`src/rtl/fab_clk_enable_pkg.sv`:
```
// Shared types and constants for the fabric clock-enable bank.
// No logic here; the lock FSM states and width helpers live in this package.
package fab_clk_enable_pkg;

    typedef enum logic [1:0] {
        WAIT_LOCK = 2'd0,
        QUALIFY   = 2'd1,
        RUN       = 2'd2
    } state_e;

    localparam int MIN_ADDR_W = 1;
    localparam int LOCK_CNT_W = 16;

    function automatic int clog2(input int n);
        int r;
        r = 0;
        while ((1 << r) < n) r++;
        return r;
    endfunction

endpackage

```
`src/rtl/fab_clk_div_channel.sv`:
```
// One divider channel: shadow divisor, down-counter, registered TICK and CLK_OUT.
// First TICK D cycles after a load, then every D cycles; no backpressure.
module fab_clk_div_channel #(
    parameter int DIV_W     = 16,
    parameter int RESET_DIV = 0
) (
    input  logic             clk_i,
    input  logic             rst_i,
    input  logic             run_i,
    input  logic             sync_i,
    input  logic             we_hit_i,
    input  logic [DIV_W-1:0] wdata_i,
    output logic             tick_o,
    output logic             clk_out_o
);

    logic [DIV_W-1:0] div_q, div_d;
    logic [DIV_W-1:0] cnt_q, cnt_d;
    logic             act_q, act_d;
    logic             tick_q, tick_d;
    logic             clk_q, clk_d;

    always_comb begin
        div_d  = we_hit_i ? wdata_i : div_q;
        cnt_d  = cnt_q;
        act_d  = act_q;
        tick_d = 1'b0;
        clk_d  = clk_q;
        if (!run_i) begin
            cnt_d = '0;
            act_d = 1'b0;
            clk_d = 1'b0;
        end else if (sync_i) begin
            // RUN entry and SYNC share this path; a pending write is honoured
            act_d = (div_d != '0);
            cnt_d = (div_d != '0) ? div_d - DIV_W'(1) : '0;
            clk_d = 1'b0;
        end else if (!act_q) begin
            if (we_hit_i && (wdata_i != '0)) begin
                act_d = 1'b1;
                cnt_d = wdata_i - DIV_W'(1);
            end
        end else if (cnt_q == '0) begin
            tick_d = 1'b1;
            if (div_d != '0) begin
                cnt_d = div_d - DIV_W'(1);
                clk_d = ~clk_q;
            end else begin
                act_d = 1'b0;
                clk_d = 1'b0;
            end
        end else begin
            cnt_d = cnt_q - DIV_W'(1);
        end
    end

    always_ff @(posedge clk_i) begin
        if (rst_i) begin
            div_q  <= DIV_W'(RESET_DIV);
            cnt_q  <= '0;
            act_q  <= 1'b0;
            tick_q <= 1'b0;
            clk_q  <= 1'b0;
        end else begin
            div_q  <= div_d;
            cnt_q  <= cnt_d;
            act_q  <= act_d;
            tick_q <= tick_d;
            clk_q  <= clk_d;
        end
    end

    assign tick_o    = tick_q;
    assign clk_out_o = clk_q;

endmodule

```
`src/rtl/fab_clk_enable_bank.sv`:
```
// Multi-channel clock-enable generator gated by a qualified CCC lock.
// READY one edge after LOCK_CYCLES of synchronised lock; outputs drop the edge lock loss is seen.
module fab_clk_enable_bank
    import fab_clk_enable_pkg::*;
#(
    parameter int NUM_CH      = 4,
    parameter int DIV_W       = 16,
    parameter int LOCK_CYCLES = 256,
    parameter int RESET_DIV   = 0,
    localparam int AW = (clog2(NUM_CH) < MIN_ADDR_W) ? MIN_ADDR_W : clog2(NUM_CH)
) (
    input  logic              FAB_CLK,
    input  logic              RESET,
    input  logic              FAB_LOCK,
    input  logic              WE,
    input  logic [AW-1:0]     WADDR,
    input  logic [DIV_W-1:0]  WDATA,
    input  logic              SYNC,
    output logic              READY,
    output logic [NUM_CH-1:0] TICK,
    output logic [NUM_CH-1:0] CLK_OUT
);

    localparam logic [LOCK_CNT_W-1:0] LOCK_LAST = LOCK_CNT_W'(LOCK_CYCLES - 1);

    logic                  lk_meta_q, lk_s_q;
    state_e                state_q, state_d;
    logic [LOCK_CNT_W-1:0] lock_cnt_q, lock_cnt_d;
    logic                  ready_q;
    logic                  run_nxt, sync_ld;
    logic [NUM_CH-1:0]     we_hit;

    always_comb begin
        state_d    = state_q;
        lock_cnt_d = lock_cnt_q;
        case (state_q)
            WAIT_LOCK: begin
                lock_cnt_d = '0;
                if (lk_s_q) state_d = QUALIFY;
            end
            QUALIFY: begin
                if (!lk_s_q) begin
                    state_d    = WAIT_LOCK;
                    lock_cnt_d = '0;
                end else if (lock_cnt_q == LOCK_LAST) begin
                    state_d = RUN;
                end else begin
                    lock_cnt_d = lock_cnt_q + LOCK_CNT_W'(1);
                end
            end
            RUN: begin
                if (!lk_s_q) begin
                    state_d    = WAIT_LOCK;
                    lock_cnt_d = '0;
                end
            end
            default: begin
                state_d    = WAIT_LOCK;
                lock_cnt_d = '0;
            end
        endcase
    end

    // Channels follow the next state so outputs rise and fall on the same edge as READY
    assign run_nxt = (state_d == RUN);
    assign sync_ld = (run_nxt && (state_q != RUN)) || (SYNC && (state_q == RUN));

    always_comb begin
        we_hit = '0;
        for (int i = 0; i < NUM_CH; i++) begin
            we_hit[i] = WE && (32'(WADDR) == 32'(i));
        end
    end

    always_ff @(posedge FAB_CLK) begin
        if (RESET) begin
            lk_meta_q  <= 1'b0;
            lk_s_q     <= 1'b0;
            state_q    <= WAIT_LOCK;
            lock_cnt_q <= '0;
            ready_q    <= 1'b0;
        end else begin
            lk_meta_q  <= FAB_LOCK;
            lk_s_q     <= lk_meta_q;
            state_q    <= state_d;
            lock_cnt_q <= lock_cnt_d;
            ready_q    <= run_nxt;
        end
    end

    assign READY = ready_q;

    for (genvar g = 0; g < NUM_CH; g++) begin : g_ch
        fab_clk_div_channel #(
            .DIV_W     (DIV_W),
            .RESET_DIV (RESET_DIV)
        ) u_ch (
            .clk_i     (FAB_CLK),
            .rst_i     (RESET),
            .run_i     (run_nxt),
            .sync_i    (sync_ld),
            .we_hit_i  (we_hit[g]),
            .wdata_i   (WDATA),
            .tick_o    (TICK[g]),
            .clk_out_o (CLK_OUT[g])
        );
    end

endmodule
```
`config.mk`:
```
export PLATFORM = sky130hd
export DESIGN_NAME = fab_clk_enable_bank
export DESIGN_NICKNAME = d
export VERILOG_FILES = /design/src/rtl/fab_clk_enable_pkg.sv /design/src/rtl/fab_clk_div_channel.sv /design/src/rtl/fab_clk_enable_bank.sv
export SDC_FILE = /design/constraint.sdc
export NUM_CORES = 1
export LEC_CHECK = 0
export BUFFER_PORTS_ARGS = -buffer_cell sky130_fd_sc_hd__buf_2
export CAP_MARGIN = 20
export CELL_PAD_IN_SITES_DETAIL_PLACEMENT = 1
export CELL_PAD_IN_SITES_GLOBAL_PLACEMENT = 1
export CORE_MARGIN = 2
export CORE_UTILIZATION = 47
export DETAILED_ROUTE_END_ITERATION = 6
export PLACE_DENSITY = 0.9
export SLEW_MARGIN = 0
export SYNTH_ARGS = -nofsm -noshare
export SYNTH_HDL_FRONTEND = slang
export SYNTH_HIERARCHICAL = 1
export SYNTH_SLANG_ARGS = --single-unit
```
`constraint.sdc`:
```
create_clock -name FAB_CLK -period 4.6 [get_ports FAB_CLK]
set_input_delay 0.92 -clock FAB_CLK [delete_from_list [all_inputs] [get_ports FAB_CLK]]
set_output_delay 0.92 -clock FAB_CLK [all_outputs]
set_load 0.005 [all_outputs]
```
==> out/summary.txt, run 1 <==
Status -> completed
VDD IR-drop max -> 0.245 mV
Hold buffers post-CTS -> 0
Vias in the first global route -> 13,000
Antenna violations before repair -> 0
Busiest grt layer -> met2
Maximum clock path buffer count -> 2
Post-synth EDFFs -> 0
Cell count after synthesis -> 1,566
Core area -> 25,800 um^2
Fin Setup TNS -> 0 ns
Nets -> 1,587
Worst EP arrival -> 4.22 ns
Post-route ant nets -> 0
Final min period -> 3.95 ns
CP Capture Type -> register
Area grow syn2layout -> 7.22%
Final Hold Violating Endpoints -> 0
CP startpoint kind -> input pin
P_leak -> 4.97 nW
Met3 Use GR -> 0.0517
WL final -> 43,700 um
Critical path peak fanout -> 29
Via count -> 12,700
Critical-path cell list -> buf_2 > nor3b_2 > buf_4 > nor3b_1 > o22ai_1 > or4_4 > o32a_2 > o21ai_0 > a31oi_1
Die area -> 27,400 um^2
Max-Cap Viols -> 0
CTS tree -> done
Pre-antenna DRT Iters -> 5
Initial drt markers -> 994
Die Y-Extent -> 165 um
Met2 GRT Util -> 0.541
#FFs+latches synth -> 161
Avg Inst Size Synth -> 7.82 um^2
Pin count of the biggest net entering global routing -> 43
Clock Root Buffer -> clkbuf_16
HP Class -> register to register
Buffer count from post-CTS setup fixing -> 0
CP Buf/Inv Count -> 2
Most used DFF post-synth -> dfxtp_1
Initial Utilization -> 0.474
Sequential share of the synthesized area -> 0.263
First-pass GRT wire length -> 69,500 um
Total GRT Usage -> 0.320
Setup violations, final -> 0
Crit-path leading delay family -> simple AND/OR/NAND/NOR gates
Most frequent cells in the layout -> nor2_1, dfxtp_1, a21oi_1, nor3_1, nand2_1
Post-DP HPWL -> 29,700 um
Via density -> 6.71
Fmax -> 253 MHz
Slew Viols, Final -> 0
Cell Area, Synth -> 12,200 um^2
CP required -> 4.88 ns
Synth warn -> 6
GPL Wtd Cong -> 0.886
Slew margin rel. -> 0.301
Share of layout cells above drive strength 1 -> 0.101
Post-Syn Nets -> 1,610
Final Power -> 3.62 mW
Diode count -> 0
Clock Latency Late Sink -> 0.44 ns
I/O pin cnt -> 32
# port buffers -> 31
Total gr overflow -> 0
Most common cell after layout, fill and taps aside -> nor2_1
Die Span X -> 165 um
CTS resizes -> 0
Clock sinks -> 161
DR WL/cell -> 23.1 um
Residual DRC count -> 0
Reg clk slew, reported paths -> 0.06 ns
Final period util -> 0.858
Post-synth cell types -> 94
Worst setup path class -> input pin to register
Max stage delay on crit path -> 0.61 ns
Slew @ Worst Pin -> 1.05 ns
FFs w/ async S/R, synth -> 0
PwrDens -> 276 nW/um^2
GRT met1 Usage -> 0.391
Total CTS buffers -> 17
H-tree levels -> 4
# rows -> 59
Slowest-stage cell, CP -> nor3b_2
Worst Skew -> 0.0120 ns
Unrepaired setup endpoints after global routing -> no
[sequential cells by signal, indices dropped and copies added, names as in the netlist]
signal	cells
lock_cnt_q	16
g_ch.u_ch/cnt_q	64
READY	1
g_ch.u_ch/tick_o	4
g_ch.u_ch/act_q	4
state_q	2
g_ch.u_ch/div_q	64
lk_s_q	1
g_ch.u_ch/clk_out_o	4
lk_meta_q	1
[final timing paths]
| check | to | slack (ns) | cells past startpoint | start |
|---|---|---|---|---|
| worst min register to register | lk_s_q | 0.45 | 1 | lk_meta_q |
| worst max register to register | g_ch[0].u_ch/cnt_q[8] | 0.73 | 11 | lock_cnt_q[0] |
| worst min-delay path | lk_s_q | 0.45 | 1 | lk_meta_q |
| worst max-delay path | g_ch[0].u_ch/cnt_q[8] | 0.65 | 9 | WADDR[0] |
[report_power, final]
| part | switching (mW) | leakage [nW] | internal, mW |
|---|---|---|---|
| Sequential | 0.0165 | 1.30 | 1.41 |
| Combinational | 0.433 | 3.37 | 0.230 |
| Clock | 0.627 | 0.300 | 0.903 |
[metrics by stage]
stage          instances  utilization  worst slack [ns]  hold WS (ns)  instance area (um^2)
6_report            1891        0.508             0.652         0.446                 13100
5_1_grt             1891        0.508             0.535         0.472                 13100
4_1_cts             1889        0.508             0.785         0.451                 13100
3_5_place_dp        1857        0.484             0.423         0.437                 12500
3_3_place_gp        1857        0.484             0.624         0.417                 12500
2_1_floorplan       1566            -             0.283         0.414                 12200
[cells in the mapped netlist, types with 13 or more instances]
library cell	instances	area, um^2
xor2_1	63	552
inv_1	34	128
nor4_1	48	300
clkbuf_1	58	218
nand3_1	35	175
a31oi_1	35	219
buf_2	22	110
o21ai_0	72	360
xnor2_1	61	534
ha_1	21	263
mux2i_1	85	851
or3_1	16	100
a22oi_1	14	105
nor2_1	197	739
buf_6	13	146
nand2_1	86	323
a21oi_1	101	505
a211oi_1	15	113
o31ai_1	16	120
nor3b_1	36	270
nor3_1	90	450
o22ai_1	16	100
o211ai_1	13	97.6
dfxtp_1	161	3220
o21ai_1	18	90.1
or4_1	14	105
[routing by layer]
| metal | vias to the layer above | part of all wire |
|---|---|---|
| met5 | - | 0 |
| met4 | 0 | 0.046 |
| met3 | 157 | 0.062 |
| met2 | 507 | 0.48 |
| met1 | 6258 | 0.41 |
| li1 | 5762 | - |
[final cells by class]
cell class	count	area, um^2
multi-input combinational	1268	8370
fill	3192	12700
timing repair buffer	57	358
clock inverter	11	154
sequential	161	3220
clock buffer	21	470
tap	335	419
inverter	38	143
[cell families (layout without fill, tap and decap cells)]
family | count (synthesis) | in the layout | synth area share
and+or+nand+nor | 639 | 639 | 0.283
AOI/OAI and AO/OA | 392 | 392 | 0.211
DFF | 161 | 161 | 0.263
buffers and inverters | 137 | 127 | 0.0552
xor gates and xnor gates | 125 | 125 | 0.0900
muxes | 91 | 91 | 0.0761
adders and majority gates | 21 | 21 | 0.0215
Note: power is estimated with default switching activity, not from simulation.
==> inputs of run 2 (changes only) <==
==> constraint.sdc (replaced) <==
create_clock -name FAB_CLK -period 4.6 [get_ports FAB_CLK]
set_input_delay 0.46 -clock FAB_CLK [delete_from_list [all_inputs] [get_ports FAB_CLK]]
set_output_delay 0.46 -clock FAB_CLK [all_outputs]
set_load 0.005 [all_outputs]
==> out/summary.txt, run 2 (same netlist as run 1, synthesis figures left out) <==
Total gr overflow -> 0 (unchanged)
Final min period -> 3.70 ns (-0.250 ns)
Hold buffers post-CTS -> 0 (unchanged)
Sw Pwr -> 1.12 mW (+4.2%)
Buffer count from post-CTS setup fixing -> 0 (unchanged)
Worst Skew -> 0.0181 ns (+0.00611 ns)
Unrepaired setup endpoints after global routing -> no
Slew margin rel. -> 0.316 (+0.0144)
Clock Root Buffer -> clkbuf_16
Share of layout cells above drive strength 1 -> 0.102 (+0.00115)
Switch share -> 0.319 (+0.0213)
Post-DP HPWL -> 29,300 um (-1.3%)
CTS resizes -> 0 (unchanged)
H-tree levels -> 4 (unchanged)
Total GRT Usage -> 0.317 (-0.00226)
CP startpoint kind -> register
Most frequent cells in the layout -> nor2_1, dfxtp_1, a21oi_1, nor3_1, nand2_1
PwrDens -> 269 nW/um^2 (-2.4%)
HP Class -> input pin to register
Core area -> 25,800 um^2 (unchanged)
Die Y-Extent -> 165 um (unchanged)
Biggest regs -> g_ch.u_ch/cnt_q (64), g_ch.u_ch/div_q (64), lock_cnt_q (16)
Final Hold Violating Endpoints -> 0 (unchanged)
VDD IR-drop max -> 0.236 mV (-3.7%)
Initial drt markers -> 1,280 (+29%)
Initial Utilization -> 0.474 (unchanged)
Slew Viols, Final -> 0 (unchanged)
# rows -> 59 (unchanged)
GPL Wtd Cong -> 0.888 (+0.25%)
Diode count -> 0 (unchanged)
Critical path peak fanout -> 15 (-48%)
Final setup margin -> 0.902 ns (+0.250 ns)
Clock Latency Late Sink -> 0.45 ns (about the same)
Most common cell after layout, fill and taps aside -> nor2_1
Sequential Power Share -> 0.406 (+0.011)
CP Capture Type -> register
Die area -> 27,400 um^2 (unchanged)
Max-Cap Viols -> 0 (unchanged)
Post-route ant nets -> 0 (unchanged)
DR WL/cell -> 23.2 um (+0.34%)
CTS tree -> done
P_leak -> 4.96 nW (-0.21%)
Slew @ Worst Pin -> 1.03 ns (-0.0195 ns)
Die Span X -> 165 um (unchanged)
Reg clk slew, reported paths -> 0.07 ns (about the same)
Residual DRC count -> 0 (unchanged)
Worst setup path class -> register to register
First-pass GRT wire length -> 68,600 um (-1.2%)
Power share of the clock group -> 0.406 (-0.016)
Fin Setup TNS -> 0 ns (unchanged)
Pre-antenna DRT Iters -> 7 (+2)
Pin count of the biggest net entering global routing -> 44 (+2.3%)
Combinational Power Share -> 0.188 (+0.005)
# port buffers -> 31 (unchanged)
Via density -> 6.75 (+0.70%)
Setup violations, final -> 0 (unchanged)
Place WS -> 0.785 ns (+0.362 ns)
Fmax -> 270 MHz (+6.8%)
Area grow syn2layout -> 6.76%
Status -> completed
Maximum clock path buffer count -> 2 (unchanged)
Final period util -> 0.804 (-0.0544)
Worst EP arrival -> 4.07 ns (-0.15 ns)
Nets -> 1,589 (+0.13%)
Antenna violations before repair -> 1 (+1)
Total CTS buffers -> 17 (unchanged)
CP required -> 4.97 ns (+0.09 ns)
I/O pin cnt -> 32 (unchanged)
Via count -> 12,800 (+0.80%)
Vias in the first global route -> 12,900 (-0.76%)
WL final -> 43,900 um (+0.45%)
Int Pwr -> 2.40 mW (-5.8%)
Clock sinks -> 161 (unchanged)
## run 2: changes by cell type in the layout (fill, tap and decap cells not counted), moves of 2 or more
cell	delta
inv_6	+2
clkinv_2	+2
clkbuf_8	-3
buf_4	+4
bufinv_16	-2
## run 2: metal layers
metal,vias to the layer above,track usage,wire length [um]
li1,5788,-,-
met4,0,0.170,2190
met3,180,0.0415,2610
met2,535,0.545,21100
met1,6283,0.385,18000
met5,-,0,0
## run 2: path summary, 6_finish.rpt
path	start	to	slack, ns	cells past startpoint
worst max-delay path	lock_cnt_q[9]	g_ch[2].u_ch/cnt_q[14]	0.90	11
worst min-delay path	FAB_LOCK	lk_meta_q	0.24	2
worst max register to register	lock_cnt_q[9]	g_ch[2].u_ch/cnt_q[14]	0.90	11
worst min register to register	lk_meta_q	lk_s_q	0.45	1
## run 2: through the flow
step           area (um^2)   util  hold slack, ns  power (mW)  std cells
3_3_place_gp         12500  0.484           0.416        2.07       1860
6_report             13100  0.506           0.238        3.52       1893
5_1_grt              13100  0.506           0.290        3.63       1893
3_5_place_dp         12500  0.484           0.434        2.09       1860
4_1_cts              13100  0.506           0.230        3.52       1892
2_1_floorplan        12200      -           0.414        1.90       1566
## run 2: final cells by class
type | count | area, um^2
Tap cell | 335 | 419
Fill cell | 3247 | 12800
Sequential cell | 161 | 3220
Timing Repair Buffer | 59 | 363
Clock buffer | 18 | 429
Clock inverter | 14 | 134
Multi-Input combinational cell | 1268 | 8370
Inverter | 38 | 143
## run 2: critical path, cell delays in order (launching register included)
cell and delay, ns:
dfxtp_1 0.40, or4_4 0.61, nor4_4 0.34, nand2_1 0.12
nand2_1 0.38, inv_1 0.29, nand2_1 0.27, nor2_1 0.08
a21oi_1 0.56, buf_4 0.31, o21ai_0 0.10, a31oi_1 0.16
## run 2: power by group through the flow
stage	registers, mW	logic, mW	clock network, mW
CTS	1.43	0.645	1.44
floorplan	1.46	0.440	0
detailed placement	1.46	0.628	0
global placement	1.46	0.608	0
global route	1.43	0.704	1.49
finish	1.43	0.662	1.43
==> inputs of run 3 (changes only) <==
clock period = 3.7 ns   (was 4.6 ns; I/O delays follow)
==> out/summary.txt, run 3 (same netlist as run 1, synthesis figures left out) <==
Sw Pwr -> 1.33 mW (+18%)
Max stage delay on crit path -> 0.74 ns (+0.13 ns)
Unrepaired setup endpoints after global routing -> no
CTS resizes -> 0 (unchanged)
Max-Cap Viols -> 0 (unchanged)
Switch share -> 0.304 (-0.0147)
Combinational Power Share -> 0.193 (+0.005)
Pin count of the biggest net entering global routing -> 35 (-20%)
HP Class -> input pin to register
Total CTS buffers -> 17 (unchanged)
Die Span X -> 165 um (unchanged)
Maximum clock path buffer count -> 2 (unchanged)
Pre-antenna DRT Iters -> 7 (unchanged)
P_leak -> 5.04 nW (+1.6%)
Slowest-stage cell, CP -> or4b_2
VDD IR-drop max -> 0.274 mV (+16%)
Hold Path Origin -> FAB_LOCK
Hold-critical path depth -> 2 (unchanged)
Most common cell after layout, fill and taps aside -> nor2_1
Setup violations, final -> 0 (unchanged)
Fmax -> 300 MHz (+11%)
# port buffers -> 31 (unchanged)
Critical path peak fanout -> 8 (-7)
Post-DP HPWL -> 30,700 um (+4.7%)
# rows -> 59 (unchanged)
CTS tree -> done
CP startpoint kind -> register
Worst Skew -> 0.0104 ns (-0.00772 ns)
R2r worst-path depth -> 9 (-2)
WHS Endpoint -> lk_meta_q
Slew margin rel. -> 0.214 (-0.102)
Clock sinks -> 161 (unchanged)
Failing checks -> design-rule violations
Fin Setup TNS -> 0 ns (unchanged)
Core area -> 25,800 um^2 (unchanged)
Placed Cells -> 1,881 (+1.1%)
Sequential Power Share -> 0.407 (about the same)
R2r setup slk -> 0.36 ns (-0.54 ns)
Die Y-Extent -> 165 um (unchanged)
Area grow syn2layout -> 8.03%
Status -> finished, violations left
Vias in the first global route -> 13,000 (+1.4%)
Slew @ Worst Pin -> 1.17 ns (+0.142 ns)
CP Capture Type -> register
Int Pwr -> 3.04 mW (+27%)
Initial Utilization -> 0.474 (unchanged)
Final Hold Violating Endpoints -> 0 (unchanged)
Clock Latency Late Sink -> 0.44 ns (about the same)
Final min period -> 3.34 ns (-0.359 ns)
Via count -> 12,900 (+0.53%)
Non-filler cells, final -> 1,911 (+0.95%)
Reg clk slew, reported paths -> 0.07 ns (about the same)
Power share of the clock group -> 0.400 (-0.006)
Nets -> 1,609 (+1.3%)
Antenna violations before repair -> 0 (-1)
Buffer count from post-CTS setup fixing -> 0 (unchanged)
Biggest regs -> g_ch.u_ch/cnt_q (64), g_ch.u_ch/div_q (64), lock_cnt_q (16)
Worst reg2reg path endpoint -> g_ch[3].u_ch/cnt_q[15]
Total gr overflow -> 0 (unchanged)
First-pass GRT wire length -> 70,000 um (+2.0%)
Total GRT Usage -> 0.324 (+0.00619)
Worst setup path class -> register to register
Critical-path cell list -> or4b_2 > nor4_4 > nand2_1 > nand2_1 > clkinv_1 > o31a_1 > a21oi_1 > o21ai_0 > a31oi_1
Share of layout cells above drive strength 1 -> 0.112 (+0.0103)
Via density -> 6.73 (-0.42%)
CP required -> 4.07 ns (-0.90 ns)
GPL Wtd Cong -> 0.949 (+6.9%)
DR WL/cell -> 23.3 um (+0.47%)
PwrDens -> 330 nW/um^2 (+23%)
Post-route ant nets -> 0 (unchanged)
Slew Viols, Final -> 0 (unchanged)
I/O pin cnt -> 32 (unchanged)
Final period util -> 0.902 (+0.0985)
Worst EP arrival -> 3.71 ns (-0.36 ns)
Initial drt markers -> 1,327 (+3.7%)
Worst R2R Start -> lock_cnt_q[13]
Die area -> 27,400 um^2 (unchanged)
Residual DRC count -> 1 (+1)
H-tree levels -> 4 (unchanged)
Most used cell, CP -> nand2_1
Most frequent cells in the layout -> nor2_1, dfxtp_1, a21oi_1, nor3_1, nand2_1
Diode count -> 0 (unchanged)
Hold buffers post-CTS -> 0 (unchanged)
Clock Root Buffer -> clkbuf_16
WL final -> 44,500 um (+1.4%)
-- run 3: changes by cell type in the layout (fill, tap and decap cells not counted), moves of 2 or more --
cell / change
buf_4: +21
inv_6: -3
clkinv_2: -2
clkinv_4: -4
clkinvlp_4: +4
clkbuf_8: +4
-- run 3: cell type report --
| cell class | instances | area, um^2 |
|---|---|---|
| clock buffer | 22 | 484 |
| clock inverter | 8 | 81.3 |
| fill | 3211 | 12600 |
| inverter | 38 | 143 |
| multi-input combinational | 1268 | 8370 |
| sequential | 161 | 3220 |
| tap | 335 | 419 |
| timing repair buffer | 79 | 515 |
-- run 3: worst max path at each step --
stage / from / to / slack [ns] / cells past startpoint
after floorplan: WADDR[1] / g_ch[0].u_ch/cnt_q[10] / 0.1 / 13
after global placement: WADDR[1] / g_ch[2].u_ch/cnt_q[5] / 0.18 / 11
after detailed placement: WADDR[1] / g_ch[2].u_ch/cnt_q[11] / 0.14 / 11
after CTS: lock_cnt_q[13] / g_ch[2].u_ch/cnt_q[12] / 0.41 / 11
after global routing: lock_cnt_q[9] / g_ch[2].u_ch/cnt_q[14] / 0.19 / 12
final: lock_cnt_q[13] / g_ch[3].u_ch/cnt_q[15] / 0.36 / 9
-- run 3: stage by stage --
| step | area (um^2) | power [mW] | hold slack, ns | setup slack [ns] | util |
|---|---|---|---|---|---|
| floorplan | 12300 | 2.36 | 0.414 | 0.0965 | - |
| global placement | 12700 | 2.58 | 0.419 | 0.176 | 0.490 |
| finish | 13200 | 4.37 | 0.153 | 0.361 | 0.512 |
| detailed placement | 12700 | 2.62 | 0.433 | 0.143 | 0.490 |
| global route | 13200 | 4.51 | 0.165 | 0.185 | 0.512 |
| CTS | 13200 | 4.37 | 0.144 | 0.411 | 0.512 |
-- run 3: critical path: cells and delay by family, from the launching register on --
family,cells,cell delay (ns)
AO/OA/AOI/OAI,4,1.31
flip-flops,1,0.34
buffers and inverters,1,0.35
AND/OR/NAND/NOR,4,1.26
-- run 3: per-layer routing --
| metal | routed length [um] | global-route usage |
|---|---|---|
| met4 | 2020 | 0.170 |
| met2 | 21500 | 0.549 |
| met5 | 0 | 0 |
| met1 | 17900 | 0.391 |
| met3 | 3030 | 0.0559 |
-- run 3: power by group through the flow --
| stage | Clock (mW) | Sequential (mW) | Combinational (mW) |
|---|---|---|---|
| after global placement | 0 | 1.81 | 0.768 |
| after floorplan | 0 | 1.81 | 0.548 |
| after global routing | 1.84 | 1.78 | 0.892 |
| after CTS | 1.78 | 1.78 | 0.819 |
| after detailed placement | 0 | 1.82 | 0.799 |
| final | 1.75 | 1.78 | 0.844 |
